===== src/rtl/ask_demodulator.sv =====
// ASK demodulator: per-window peak envelope, level slicing and
// MSB-first serialisation of the recovered symbol for 2/4/8ASK.
module ask_demodulator #(
    parameter int SAMPLE_W   = 8,
    parameter int BIT_CYCLES = 5000,
    parameter int GUARD      = 100,
    parameter int FULL_SCALE = 200,
    parameter int OFFSET     = 0
) (
    input  logic                i_clk,
    input  logic                i_rst,
    input  logic [1:0]          i_mode,
    input  logic                i_sync,
    input  logic [SAMPLE_W-1:0] i_adc_in,
    output logic [2:0]          o_sym_out,
    output logic                o_sym_valid,
    output logic                o_bit_out,
    output logic                o_bit_valid,
    output logic [SAMPLE_W-1:0] o_peak_out
);

    localparam int CNT_W = $clog2(3 * BIT_CYCLES);

    typedef logic [CNT_W-1:0]  cnt_t;
    typedef logic [SAMPLE_W:0] thr_t;
    typedef enum logic {IDLE, ACQ} state_t;

    localparam cnt_t LAST1   = cnt_t'(BIT_CYCLES - 1);
    localparam cnt_t LAST2   = cnt_t'(2 * BIT_CYCLES - 1);
    localparam cnt_t LAST3   = cnt_t'(3 * BIT_CYCLES - 1);
    localparam cnt_t GUARD_C = cnt_t'(GUARD);
    localparam thr_t OFF_W   = thr_t'(OFFSET);
    localparam thr_t NONE    = '1;

    function automatic thr_t thr(input int l, input int j);
        int t;
        t = ((2 * j - 1) * FULL_SCALE) / (2 * (l - 1));
        if (t > (1 << (SAMPLE_W + 1)) - 1) t = (1 << (SAMPLE_W + 1)) - 1;
        return thr_t'(t);
    endfunction

    // Row = mode; unused slots can never be reached by a SAMPLE_W peak.
    localparam thr_t THR [4][7] = '{
        '{NONE, NONE, NONE, NONE, NONE, NONE, NONE},
        '{thr(2, 1), NONE, NONE, NONE, NONE, NONE, NONE},
        '{thr(4, 1), thr(4, 2), thr(4, 3), NONE, NONE, NONE, NONE},
        '{thr(8, 1), thr(8, 2), thr(8, 3), thr(8, 4),
          thr(8, 5), thr(8, 6), thr(8, 7)}
    };

    state_t              r_state;
    logic [1:0]          r_mode_q;
    cnt_t                r_cnt;
    logic [SAMPLE_W-1:0] r_peak;
    logic [1:0]          r_sh;
    logic [1:0]          r_sh_cnt;
    logic [2:0]          r_sym_out;
    logic                r_sym_valid;
    logic                r_bit_out;
    logic                r_bit_valid;
    logic [SAMPLE_W-1:0] r_peak_out;

    logic [SAMPLE_W:0]   w_diff;
    logic [SAMPLE_W-1:0] w_amp;
    logic [SAMPLE_W-1:0] w_final;
    logic [2:0]          w_level;
    cnt_t                w_last;
    logic                w_msb;
    logic [1:0]          w_sh;
    logic [1:0]          w_nsh;

    assign w_diff = {1'b0, i_adc_in} - OFF_W;
    assign w_amp  = w_diff[SAMPLE_W] ? '0 : w_diff[SAMPLE_W-1:0];

    always_comb begin
        if (r_cnt == GUARD_C)
            w_final = w_amp;
        else if (r_cnt > GUARD_C)
            w_final = (w_amp > r_peak) ? w_amp : r_peak;
        else
            w_final = r_peak;
    end

    always_comb begin
        w_level = '0;
        for (int j = 0; j < 7; j++)
            if ({1'b0, w_final} >= THR[r_mode_q][j])
                w_level = w_level + 3'd1;
    end

    always_comb begin
        w_last = LAST1;
        w_msb  = w_level[0];
        w_sh   = 2'b00;
        w_nsh  = 2'd0;
        case (r_mode_q)
            2'b10: begin
                w_last = LAST2;
                w_msb  = w_level[1];
                w_sh   = {w_level[0], 1'b0};
                w_nsh  = 2'd1;
            end
            2'b11: begin
                w_last = LAST3;
                w_msb  = w_level[2];
                w_sh   = w_level[1:0];
                w_nsh  = 2'd2;
            end
            default: ;
        endcase
    end

    always_ff @(posedge i_clk) begin
        if (i_rst) begin
            r_state     <= IDLE;
            r_mode_q    <= 2'b00;
            r_cnt       <= '0;
            r_peak      <= '0;
            r_sh        <= 2'b00;
            r_sh_cnt    <= 2'd0;
            r_sym_out   <= 3'd0;
            r_sym_valid <= 1'b0;
            r_bit_out   <= 1'b0;
            r_bit_valid <= 1'b0;
            r_peak_out  <= '0;
        end else begin
            r_mode_q    <= i_mode;
            r_sym_valid <= 1'b0;
            if (r_sh_cnt != 2'd0) begin
                r_bit_out   <= r_sh[1];
                r_sh        <= {r_sh[0], 1'b0};
                r_sh_cnt    <= r_sh_cnt - 2'd1;
                r_bit_valid <= 1'b1;
            end else begin
                r_bit_valid <= 1'b0;
            end

            if (i_mode == 2'b00) begin
                r_state     <= IDLE;
                r_cnt       <= '0;
                r_peak      <= '0;
                r_sh_cnt    <= 2'd0;
                r_sym_out   <= 3'd0;
                r_bit_out   <= 1'b0;
                r_bit_valid <= 1'b0;
                r_peak_out  <= '0;
            end else if (r_state == IDLE || i_mode != r_mode_q) begin
                // New or changed mode: restart the window, drop any bits
                r_state     <= ACQ;
                r_cnt       <= '0;
                r_peak      <= '0;
                r_sh_cnt    <= 2'd0;
                r_bit_valid <= 1'b0;
            end else if (i_sync) begin
                r_cnt  <= '0;
                r_peak <= '0;
            end else begin
                r_peak <= w_final;
                if (r_cnt == w_last) begin
                    r_cnt       <= '0;
                    r_sym_out   <= w_level;
                    r_peak_out  <= w_final;
                    r_sym_valid <= 1'b1;
                    r_bit_out   <= w_msb;
                    r_bit_valid <= 1'b1;
                    r_sh        <= w_sh;
                    r_sh_cnt    <= w_nsh;
                end else begin
                    r_cnt <= r_cnt + cnt_t'(1);
                end
            end
        end
    end

    assign o_sym_out   = r_sym_out;
    assign o_sym_valid = r_sym_valid;
    assign o_bit_out   = r_bit_out;
    assign o_bit_valid = r_bit_valid;
    assign o_peak_out  = r_peak_out;

endmodule


===== config.mk =====
export PLATFORM = sky130hd
export DESIGN_NAME = ask_demodulator
export DESIGN_NICKNAME = d
export VERILOG_FILES = /design/src/rtl/ask_demodulator.sv
export SDC_FILE = /design/constraint.sdc
export NUM_CORES = 1
export LEC_CHECK = 0
export CORE_ASPECT_RATIO = 1.2
export CORE_UTILIZATION = 40
export CTS_CLUSTER_SIZE = 24
export DETAILED_ROUTE_END_ITERATION = 16
export GPL_TIMING_DRIVEN = 0
export PLACE_DENSITY = 0.58
export SLEW_MARGIN = 20
export SYNTH_ARGS = -nofsm -noshare
export SYNTH_HDL_FRONTEND = slang
export SYNTH_SLANG_ARGS = --single-unit

===== constraint.sdc =====
create_clock -name i_clk -period 7.75 [get_ports i_clk]
set_input_delay 0.775 -clock i_clk [delete_from_list [all_inputs] [get_ports i_clk]]
set_output_delay 0.775 -clock i_clk [all_outputs]
set_load 0.1 [all_outputs]

=== After elaboration in Yosys (flattened, before gate mapping) ===
Cells that the tools add are included.
Widths: inputs -> output; s select.

* Register bits: 43
* Bits of input ports: 13
* Output and inout port bits: 14
* Logic and storage cells: 79

* Add/subtract/negate cells: 8
* Order comparisons: 10
* Equal/unequal tests: 5
* Mux-type cells: 33
* Bitwise logic cells: 4
* Reductions and logical operators: 8

{| class="wikitable"
|+ Operator list
! cell !! number
|-
| $bmux 63 s2 || 1
|-
| $mux 63 || 2
|-
| $ge 8x9->1 || 7
|-
| $pmux 14 s2 || 1
|-
| $mux 8 || 3
|-
| $add 3x1->3 const B || 6
|-
| $mux 3 || 6
|-
| $mux 2 || 8
|-
| $add 14x1->14 const B || 1
|-
| $eq 14x14->1 || 1
|-
| $eq 14x7->1 const B || 1
|-
| $gt 14x7->1 const B || 1
|-
| $mux 1 || 9
|-
| $gt 8x8->1 || 1
|-
| $pmux 2 s2 || 2
|-
| $reduce_or 5->1 || 1
|-
| $eq 2x2->1 const B || 2
|-
| $reduce_or 4->1 || 1
|-
| $ge 3x3->1 const B || 1
|-
| $not 1->1 || 3
|-
| $not 2->3 || 1
|-
| $reduce_and 3->1 || 1
|-
| $reduce_or 3->1 || 1
|-
| $logic_not 2->1 || 1
|-
| 6 further kinds || 6
|}

=== Depth between registers and ports, before layout ===
Gate-level depths: netlist (run 1).

* Depth in word-level cells: 23
* Gate-level depth with buffers: 40
* Depth with buffers taken out: 38

=== Least setup slack after synthesis (run 1) ===
Ideal clock, no wire load.

* Path type: input to register
* Start: input port i_adc_in[5]
* End: register r_sh[1]
* Setup time: 0.127 ns
* Arrival: 7.535 ns
* Data required time: 7.623 ns
* Setup slack: 0.088 ns
* Cell stages on the path: 38
* Path buffers: 2
* Cell sequence: ha_1 -> a211oi_1 -> nor2_1 -> or3_1 -> o21a_4 -> buf_8 -> clkbuf_1 -> a21oi_1 -> inv_1 -> ha_1 -> nor2b_1 -> o21a_1 -> o21ai_0 -> nand2b_1 -> a21oi_1 -> nor2b_1 -> o21ai_0 -> nand2b_1 -> (+2 left out) -> nor2b_1 -> o21ai_0 -> nand2_1 -> inv_1 -> ha_1 -> nor2b_1 -> or2_2 -> ha_1 -> o21bai_1 -> o21a_1 -> ha_1 -> nand2_1 -> nand2_1 -> ha_1 -> nor3_1 -> a311oi_1 -> a2111oi_1 -> nor2_1

* Longest elaborated chain between the ends: 23
* Elaborated cells between the ends (all ways): 29
* Those cells by class: add/sub (6); order compare (8); mux (15)

{| class="wikitable"
|+ Ends and longest elaborated chain
! item !! line !! RTL
|-
| from (decl) || 14 || <nowiki>input logic [SAMPLE_W-1:0] i_adc_in,</nowiki>
|-
| $gt 8x8->1 * || 79 || <nowiki>w_final = (w_amp > r_peak) ? w_amp : r_peak;</nowiki>
|-
| $mux 8 * || 79 ||
|-
| $mux 8 * || 78 || <nowiki>else if (r_cnt > GUARD_C)</nowiki>
|-
| $mux 8 * || 76 || <nowiki>if (r_cnt == GUARD_C)</nowiki>
|-
| net w_final[1] || 65 || <nowiki>logic [SAMPLE_W-1:0] w_final;</nowiki>
|-
| $ge 8x9->1 || 87 || <nowiki>if ({1'b0, w_final} >= THR[r_mode_q][j])</nowiki>
|-
| $mux 1 || 87 ||
|-
| $add 3x1->3 || 88 || <nowiki>w_level = w_level + 3'd1;</nowiki>
|-
| (+8 left out) || n/a ||
|-
| $mux 3 || 87 ||
|-
| $add 3x1->3 || 88 ||
|-
| $mux 3 * || 87 ||
|-
| $pmux 2 s2 * || 96 || <nowiki>case (r_mode_q)</nowiki>
|-
| $mux 2 * || 159 || <nowiki>if (r_cnt == w_last) begin</nowiki>
|-
| $mux 2 * || 154 || <nowiki>end else if (i_sync) begin</nowiki>
|-
| $mux 2 * || 147 || <nowiki>end else if (r_state == IDLE || i_mode != r_mode_q) begin</nowiki>
|-
| $mux 2 * || 138 || <nowiki>if (i_mode == 2'b00) begin</nowiki>
|-
| to (signal assigned) || 131 || <nowiki>r_sh <= {r_sh[0], 1'b0};</nowiki>
|-
| to (signal assigned) || 166 || <nowiki>r_sh <= w_sh;</nowiki>
|-
| to (decl) || 55 || <nowiki>logic [1:0] r_sh;</nowiki>
|}

Mark *: on every way through the listed nets, which the timed path passes. The rest lies on a longest branch.
A chain may end at the register's enable or synchronous reset.

=== Worst setup path after layout (run 1) ===
* Start: input port i_adc_in[4]
* End: register r_sh[1]

Same word-level chain as after synthesis.

==> impl_metrics.csv, run 1 <==
group,metric,value,unit
logic_synthesis,synth-seq-cells,43,
timing,finalSetupTns,0,ns
detailed_routing,vias,3331,
timing,setup_violations,0,
logic_synthesis,ys_seq_area_frac,0.242,
floorplanning,initial_core_util,0.412,
timing,tightest_slew,0.966,ns
timing,hold_violations,0,
placed_design,gp_congestion,0.855,
setup_path,slowest_stage,"or3_4",
clocking,htreeDepth,2,
grt,antenna_found_initial,0,
cells_and_area,fillCellCount,850,
detailed_routing,drtPass1Iterations,5,
cells_and_area,final_cells,602,
setup_path,reg2reg_to,"r_sh[1]",
power,p_leak,0.00175,uW
floorplanning,die_h,105,um
logic_synthesis,synth-edff-count,0,
outcome,status,"finished, final reports clean",
floorplanning,fp.dieW,88.0,um
min_path,worstHoldStart,"r_cnt[0]",
timing,hold-worst-slack,0.470,ns
logic_synthesis,synth_nets,498,
setup_path,critPathMostFrequentCell,"ha_1",
cells_and_area,finalInstanceArea,4400,um2
placed_design,placedCellCount,581,
power,netSwitchingFraction,0.231,
detailed_routing,drc,0,
min_path,min_to,"r_cnt[0]",
setup_path,rrSetupSlack,0.33,ns
power,clock_power_share,0.411,
cells_and_area,layout.nets,544,
timing,clock.fmax,134,MHz
floorplanning,rows,37,
min_path,hold_path_class,"reg -> reg",
setup_path,cp.required,7.93,ns
clocking,cts_tree,"done",
timing,drv_slew,0,
detailed_routing,route.final.wire_length,9480,um
setup_path,arrival,7.66,ns
power,combPwrFrac,0.091,
setup_path,crit_path_max_fanout,10,
detailed_routing,wl_per_cell,15.7,um
clocking,numClockSinks,43,
floorplanning,fp.dieArea,9260,um2
grt,track_usage,0.208,
flow_run,drv_cap,0,
logic_synthesis,synth_ff_type,"dfxtp_1",
detailed_routing,drt-initial-drc-count,122,
setup_path,worst_path_largest_cell_delay,0.41,ns
power,ir_drop,81.1,uV
grt,grt_pass1_wl,15100,um
power,seq_power_share,0.498,
timing,slew_headroom,0.354,
setup_path,worstSetupEndpointType,"flop",
logic_synthesis,yosysUniqueCellTypes,65,
timing,finalCritPeriodShare,0.966,
setup_path,reg2reg_depth,37,
timing,fin_skew,0.0118,ns
min_path,holdPathStages,1,
logic_synthesis,syn_avg_cell_area,8.11,um2
logic_synthesis,yosys_warnings,0,
clocking,clk_pin_slew_worst_paths,0.08,ns
cells_and_area,drive_above_1_share,0.161,
power,p_sw,104,uW
detailed_routing,postRouteAntennaNets,0,
grt,grt_max_degree,18,
power,p_per_area,102,nW/um2
detailed_routing,via_per_inst,5.53,
clocking,numCtsBuffers,5,
logic_synthesis,async_flop_share,0,
clocking,clock_path_buffers,2,
placed_design,placedInstanceArea,3960,um2
floorplanning,ios,27,
placed_design,portBuffers,26,
setup_path,critical_path_class,"in -> reg",
grt,grt_pass1_vias,3164,
setup_path,start_kind,"input port",
logic_synthesis,syn_area,3550,um2
floorplanning,core,8610,um2
grt,gr-total-overflow,0,
clocking,clk_latency,0.30,ns
timing,min_period,7.49,ns
power,p_int,345,uW
clocking,cts-root-buf,"clkbuf_8",
placed_design,dp_hpwl,7210,um
logic_synthesis,synthCells,438,
cells_and_area,n_antenna_cell,0,
cells_and_area,synthToLayoutAreaGrowth,24.0,%
setup_path,rr_startpoint,"r_cnt[12]",
-- critical path: cells and delay by family --
| kind | cells | cell delay, ns |
|---|---|---|
| fa+ha+maj | 7 | 1.74 |
| compound gates | 13 | 2.38 |
| buf+inv | 4 | 0.64 |
| mux | 1 | 0.29 |
| simple gates | 13 | 1.83 |
-- flip-flops by register name (all words and copies together) (netlist names) --
name,count
r_state,1
o_bit_out,1
r_mode_q,2
o_sym_valid,1
o_sym_out,3
r_peak,8
r_cnt,14
o_peak_out,8
r_sh,2
r_sh_cnt,2
o_bit_valid,1
-- worst max-delay path by stage --
| stage | startpoint | endpoint | slack [ns] | cells after the start |
|---|---|---|---|---|
| after floorplan | i_adc_in[5] | r_sh[1] | 0.09 | 38 |
| after global placement | i_adc_in[5] | r_sh[1] | -1.49 | 39 |
| after detailed placement | i_adc_in[1] | r_sh[1] | -1.56 | 40 |
| after CTS | i_adc_in[6] | r_sh[1] | 0.02 | 38 |
| after global routing | i_adc_in[4] | r_sh[1] | -0.02 | 38 |
| final | i_adc_in[4] | r_sh[1] | 0.26 | 38 |
-- cell usage after synthesis (10+ instances only) --
master	number	area, um2
nand4_1	10	62.6
nand2_1	30	113
ha_1	47	588
o21ai_0	16	80.1
inv_1	34	128
dfxtp_1	43	861
xor2_1	10	87.6
nor2_1	61	229
nand3_1	13	65.1
a21oi_1	28	140
nor2b_1	12	75.1
a211oi_1	10	75.1
-- area by class of cell --
class / count / area [um2] / share of cell area
flip-flops and latches: 43 / 861 / 0.196
multi-input cells: 349 / 2710 / 0.616
inverters: 34 / 130 / 0.0296
plain buffers: 12 / 82.6 / 0.0188
clock buffers: 6 / 82.6 / 0.0188
repair buffers: 39 / 348 / 0.0790
clock inverters: 2 / 38.8 / 0.00881
well taps: 117 / 146 / 0.0332
-- routing by layer --
| metal | wire length [um] | global-route usage | up-vias | share of wire |
|---|---|---|---|---|
| li1 | - | - | 1657 | - |
| met1 | 4080 | 0.255 | 1574 | 0.43 |
| met2 | 4780 | 0.367 | 84 | 0.50 |
| met3 | 348 | 0.0219 | 16 | 0.037 |
| met4 | 273 | 0.0829 | 0 | 0.029 |
| met5 | 0 | 0 | - | 0 |
-- layout by cell type, fill, tap and decap left out, types with 8 or more instances in the layout --
cell type,synthesis,layout
nand3_1,13,13
inv_1,34,33
a211oi_1,10,9
clkdlybuf4s50_1,0,18
buf_4,0,13
nor2_1,61,60
nor3_1,9,8
nand2_1,30,29
xnor2_1,8,8
nor2b_1,12,11
o21ai_0,16,12
clkbuf_1,9,8
nand4_1,10,10
a21oi_1,28,21
ha_1,47,38
xor2_1,10,10
dfxtp_1,43,43
-- logic make-up after synthesis --
kind of cell | count (synthesis) | synth area share
fa+ha+maj | 47 | 0.166
compound gates | 95 | 0.193
simple gates | 176 | 0.249
buf+inv | 46 | 0.0560
flops | 43 | 0.242
mux | 11 | 0.0363
xor+xnor | 20 | 0.0571
-- through the flow --
stage / worst slack (ns) / util / total power [uW]
after floorplan: 0.0881 / - / 248
after detailed placement: -1.56 / 0.460 / 265
after global routing: -0.0151 / 0.511 / 466
after global placement: -1.49 / 0.460 / 264
after CTS: 0.0235 / 0.488 / 448
final: 0.264 / 0.511 / 449
-- repair_timing --
action                                 in CTS  in global routing
pin swaps                                  12                 12
hold buffers                                0                  0
resized for setup                          30                 30
buffers inserted                            3                 10
setup endpoints to repair                   4                  4
endpoints found under the hold margin       0                  0
-- power groups by stage --
| stage | registers [uW] | clock network (uW) | logic (uW) |
|---|---|---|---|
| 2_1_floorplan | 228 | 0 | 20.1 |
| 3_3_place_gp | 229 | 0 | 34.9 |
| 3_5_place_dp | 229 | 0 | 35.8 |
| 4_1_cts | 224 | 187 | 36.7 |
| 5_1_grt | 224 | 196 | 45.4 |
| 6_report | 224 | 185 | 40.8 |
(Power assumes the default switching activity.)
==> run 2: changes to the inputs <==
--- a/config.mk
+++ b/config.mk
@@ -10,7 +10,7 @@
 export CTS_CLUSTER_SIZE = 24
 export DETAILED_ROUTE_END_ITERATION = 16
 export GPL_TIMING_DRIVEN = 0
-export PLACE_DENSITY = 0.58
+export PLACE_DENSITY = 0.56
 export SLEW_MARGIN = 20
 export SYNTH_ARGS = -nofsm -noshare
 export SYNTH_HDL_FRONTEND = slang
==> constraint.sdc (replaced) <==
create_clock -name i_clk -period 8.7 [get_ports i_clk]
set_input_delay 0.87 -clock i_clk [delete_from_list [all_inputs] [get_ports i_clk]]
set_output_delay 0.87 -clock i_clk [all_outputs]
set_load 0.1 [all_outputs]
==> run 2 against run 1 <==
Compared with the run above: via count down 4.6%; global-route usage fell by 0.088 points; wire length is 2.9% lower; sequential power down 11%; total power decreased by 19%; largest cell class unchanged.
==> impl_metrics.csv, run 2 (synthesis results as in run 1) <==
group,metric,value,unit
outcome,status,"finished, final reports clean",
floorplanning,initial_core_util,0.412,
detailed_routing,wl_per_cell,15.6,um
detailed_routing,postRouteAntennaNets,0,
clocking,clk_pin_slew_worst_paths,0.08,ns
setup_path,reg2reg_to,"r_sh[1]",
placed_design,dp_hpwl,7250,um
placed_design,place_ws,-0.678,ns
cells_and_area,largest_register_ffs,14,
placed_design,portBuffers,26,
clocking,cts_hold_buffers,0,
setup_path,cp.required,8.89,ns
grt,grt_pass1_vias,3110,
setup_path,worst_path_largest_cell_delay,0.49,ns
setup_path,slowest_stage,"clkdlybuf4s50_1",
grt,track_usage,0.208,
cells_and_area,final_cell_mix,"nor2_1 (61), ha_1 (46), dfxtp_1 (43), inv_1 (34), nand2_1 (30)",
flow_run,drv_cap,0,
floorplanning,fp.dieArea,9260,um2
floorplanning,core,8610,um2
detailed_routing,drc,0,
clocking,htreeDepth,2,
placed_design,gp_congestion,0.890,
timing,min_period,8.23,ns
clocking,clock_path_buffers,2,
floorplanning,rows,37,
setup_path,reg2reg_depth,38,
min_path,worstHoldStart,"r_cnt[0]",
cells_and_area,synthToLayoutAreaGrowth,16.3,%
timing,hold_violations,0,
setup_path,crit_buf_inv,5,
setup_path,arrival,8.41,ns
timing,drv_slew,0,
cells_and_area,finalInstanceArea,4130,um2
detailed_routing,via_per_inst,5.38,
min_path,min_to,"r_cnt[0]",
clocking,clk_latency,0.30,ns
clocking,cts-root-buf,"clkbuf_8",
detailed_routing,drtPass1Iterations,4,
setup_path,worstSetupEndpointType,"flop",
min_path,holdPathStages,1,
setup_path,rr_startpoint,"r_cnt[12]",
setup_path,start_kind,"input port",
setup_path,crit_path_max_fanout,10,
clocking,numClockSinks,43,
detailed_routing,vias,3179,
placed_design,placedCellCount,581,
floorplanning,fp.dieW,88.0,um
power,total_power,365,uW
grt,grt_pass1_wl,14800,um
timing,clock.fmax,122,MHz
timing,finalCritPeriodShare,0.946,
detailed_routing,route.final.wire_length,9210,um
timing,slew_headroom,0.356,
placed_design,placedInstanceArea,3960,um2
grt,gr-total-overflow,0,
setup_path,crit_family,"compound AO/OA/AOI/OAI gates",
cells_and_area,n_antenna_cell,0,
power,p_leak,0.00164,uW
setup_path,critical_path_class,"in -> reg",
cells_and_area,layout_commonest_cell,"nor2_1",
cells_and_area,layout.nets,534,
timing,fin_skew,0.00682,ns
grt,antenna_found_initial,0,
setup_path,critPathMostFrequentCell,"ha_1",
min_path,hold_path_class,"reg -> reg",
cells_and_area,largest_register,"r_cnt",
cells_and_area,fillCellCount,900,
timing,rsz0062_at_grt,"no",
timing,hold-worst-slack,0.468,ns
cells_and_area,drive_above_1_share,0.0928,
floorplanning,die_h,105,um
timing,worst_slack,0.472,ns
detailed_routing,drt-initial-drc-count,143,
power,ir_drop,84.8,uV
timing,setup_violations,0,
clocking,cts_tree,"done",
power,p_per_area,88.3,nW/um2
timing,tightest_slew,0.963,ns
clocking,numCtsBuffers,5,
cells_and_area,final_cells,591,
floorplanning,ios,27,
grt,grt_max_degree,18,
setup_path,rrSetupSlack,0.85,ns
[run 2: report_power, final]
part / leakage (uW) / switching [uW] / internal (uW)
sequential: 0.000347 / 1.74 / 197
combinational: 0.00125 / 18.9 / 14.6
clock: 0.0000477 / 67.9 / 63.8
total: 0.00164 / 88.6 / 276
[run 2: metal layers]
layer  vias to the layer above  routed length (um)  track usage
li1                       1637                   -            -
met1                      1472                4190        0.256
met2                        53                4590        0.360
met3                        17                 171       0.0204
met4                         0                 261       0.0910
met5                         -                   0            0
[run 2: how the worst max path moves through the flow]
stage	startpoint	cells after the start	endpoint	slack, ns
finish	i_adc_in[7]	39	r_sh[1]	0.47
detailed placement	i_adc_in[5]	39	r_sh[1]	-0.68
global route	i_adc_in[2]	40	r_sh[1]	0.008
global placement	i_adc_in[1]	40	r_sh[1]	-0.62
floorplan	i_adc_in[5]	38	r_sh[1]	0.94
CTS	i_adc_in[5]	39	r_sh[1]	0.03
[run 2: repair_timing]
| action | in CTS | in global routing |
|---|---|---|
| setup buffers | 0 | 3 |
| pin swaps | 0 | 7 |
| resized for setup | 3 | 12 |
| endpoints found under the setup margin | 4 | 4 |
[run 2: final cells by class]
class                   instances  area (um2)  area share
inverters                      34         128      0.0309
plain buffers                  12        72.6      0.0176
well taps                     117         146      0.0354
flip-flops and latches         43         861       0.208
clock inverters                 1        8.76     0.00212
multi-input cells             349        2550       0.616
clock buffers                   6        82.6      0.0200
repair buffers                 29         285      0.0691
[run 2: stage by stage]
| step | utilization | setup TNS, ns |
|---|---|---|
| floorplan | - | 0 |
| finish | 0.480 | 0 |
| detailed placement | 0.460 | -1.97 |
| global placement | 0.460 | -1.80 |
| global route | 0.480 | 0 |
| CTS | 0.472 | 0 |
==> run 3: changes to the inputs <==
--- a/config.mk
+++ b/config.mk
@@ -10,8 +10,9 @@
 export CTS_CLUSTER_SIZE = 24
 export DETAILED_ROUTE_END_ITERATION = 16
 export GPL_TIMING_DRIVEN = 0
+export HOLD_SLACK_MARGIN = 0.02
 export PLACE_DENSITY = 0.56
-export SLEW_MARGIN = 20
+export SLEW_MARGIN = 5
 export SYNTH_ARGS = -nofsm -noshare
 export SYNTH_HDL_FRONTEND = slang
 export SYNTH_SLANG_ARGS = --single-unit
==> results of run 3 <==
Final layout, timing and power as in run 2 (identical DEF).
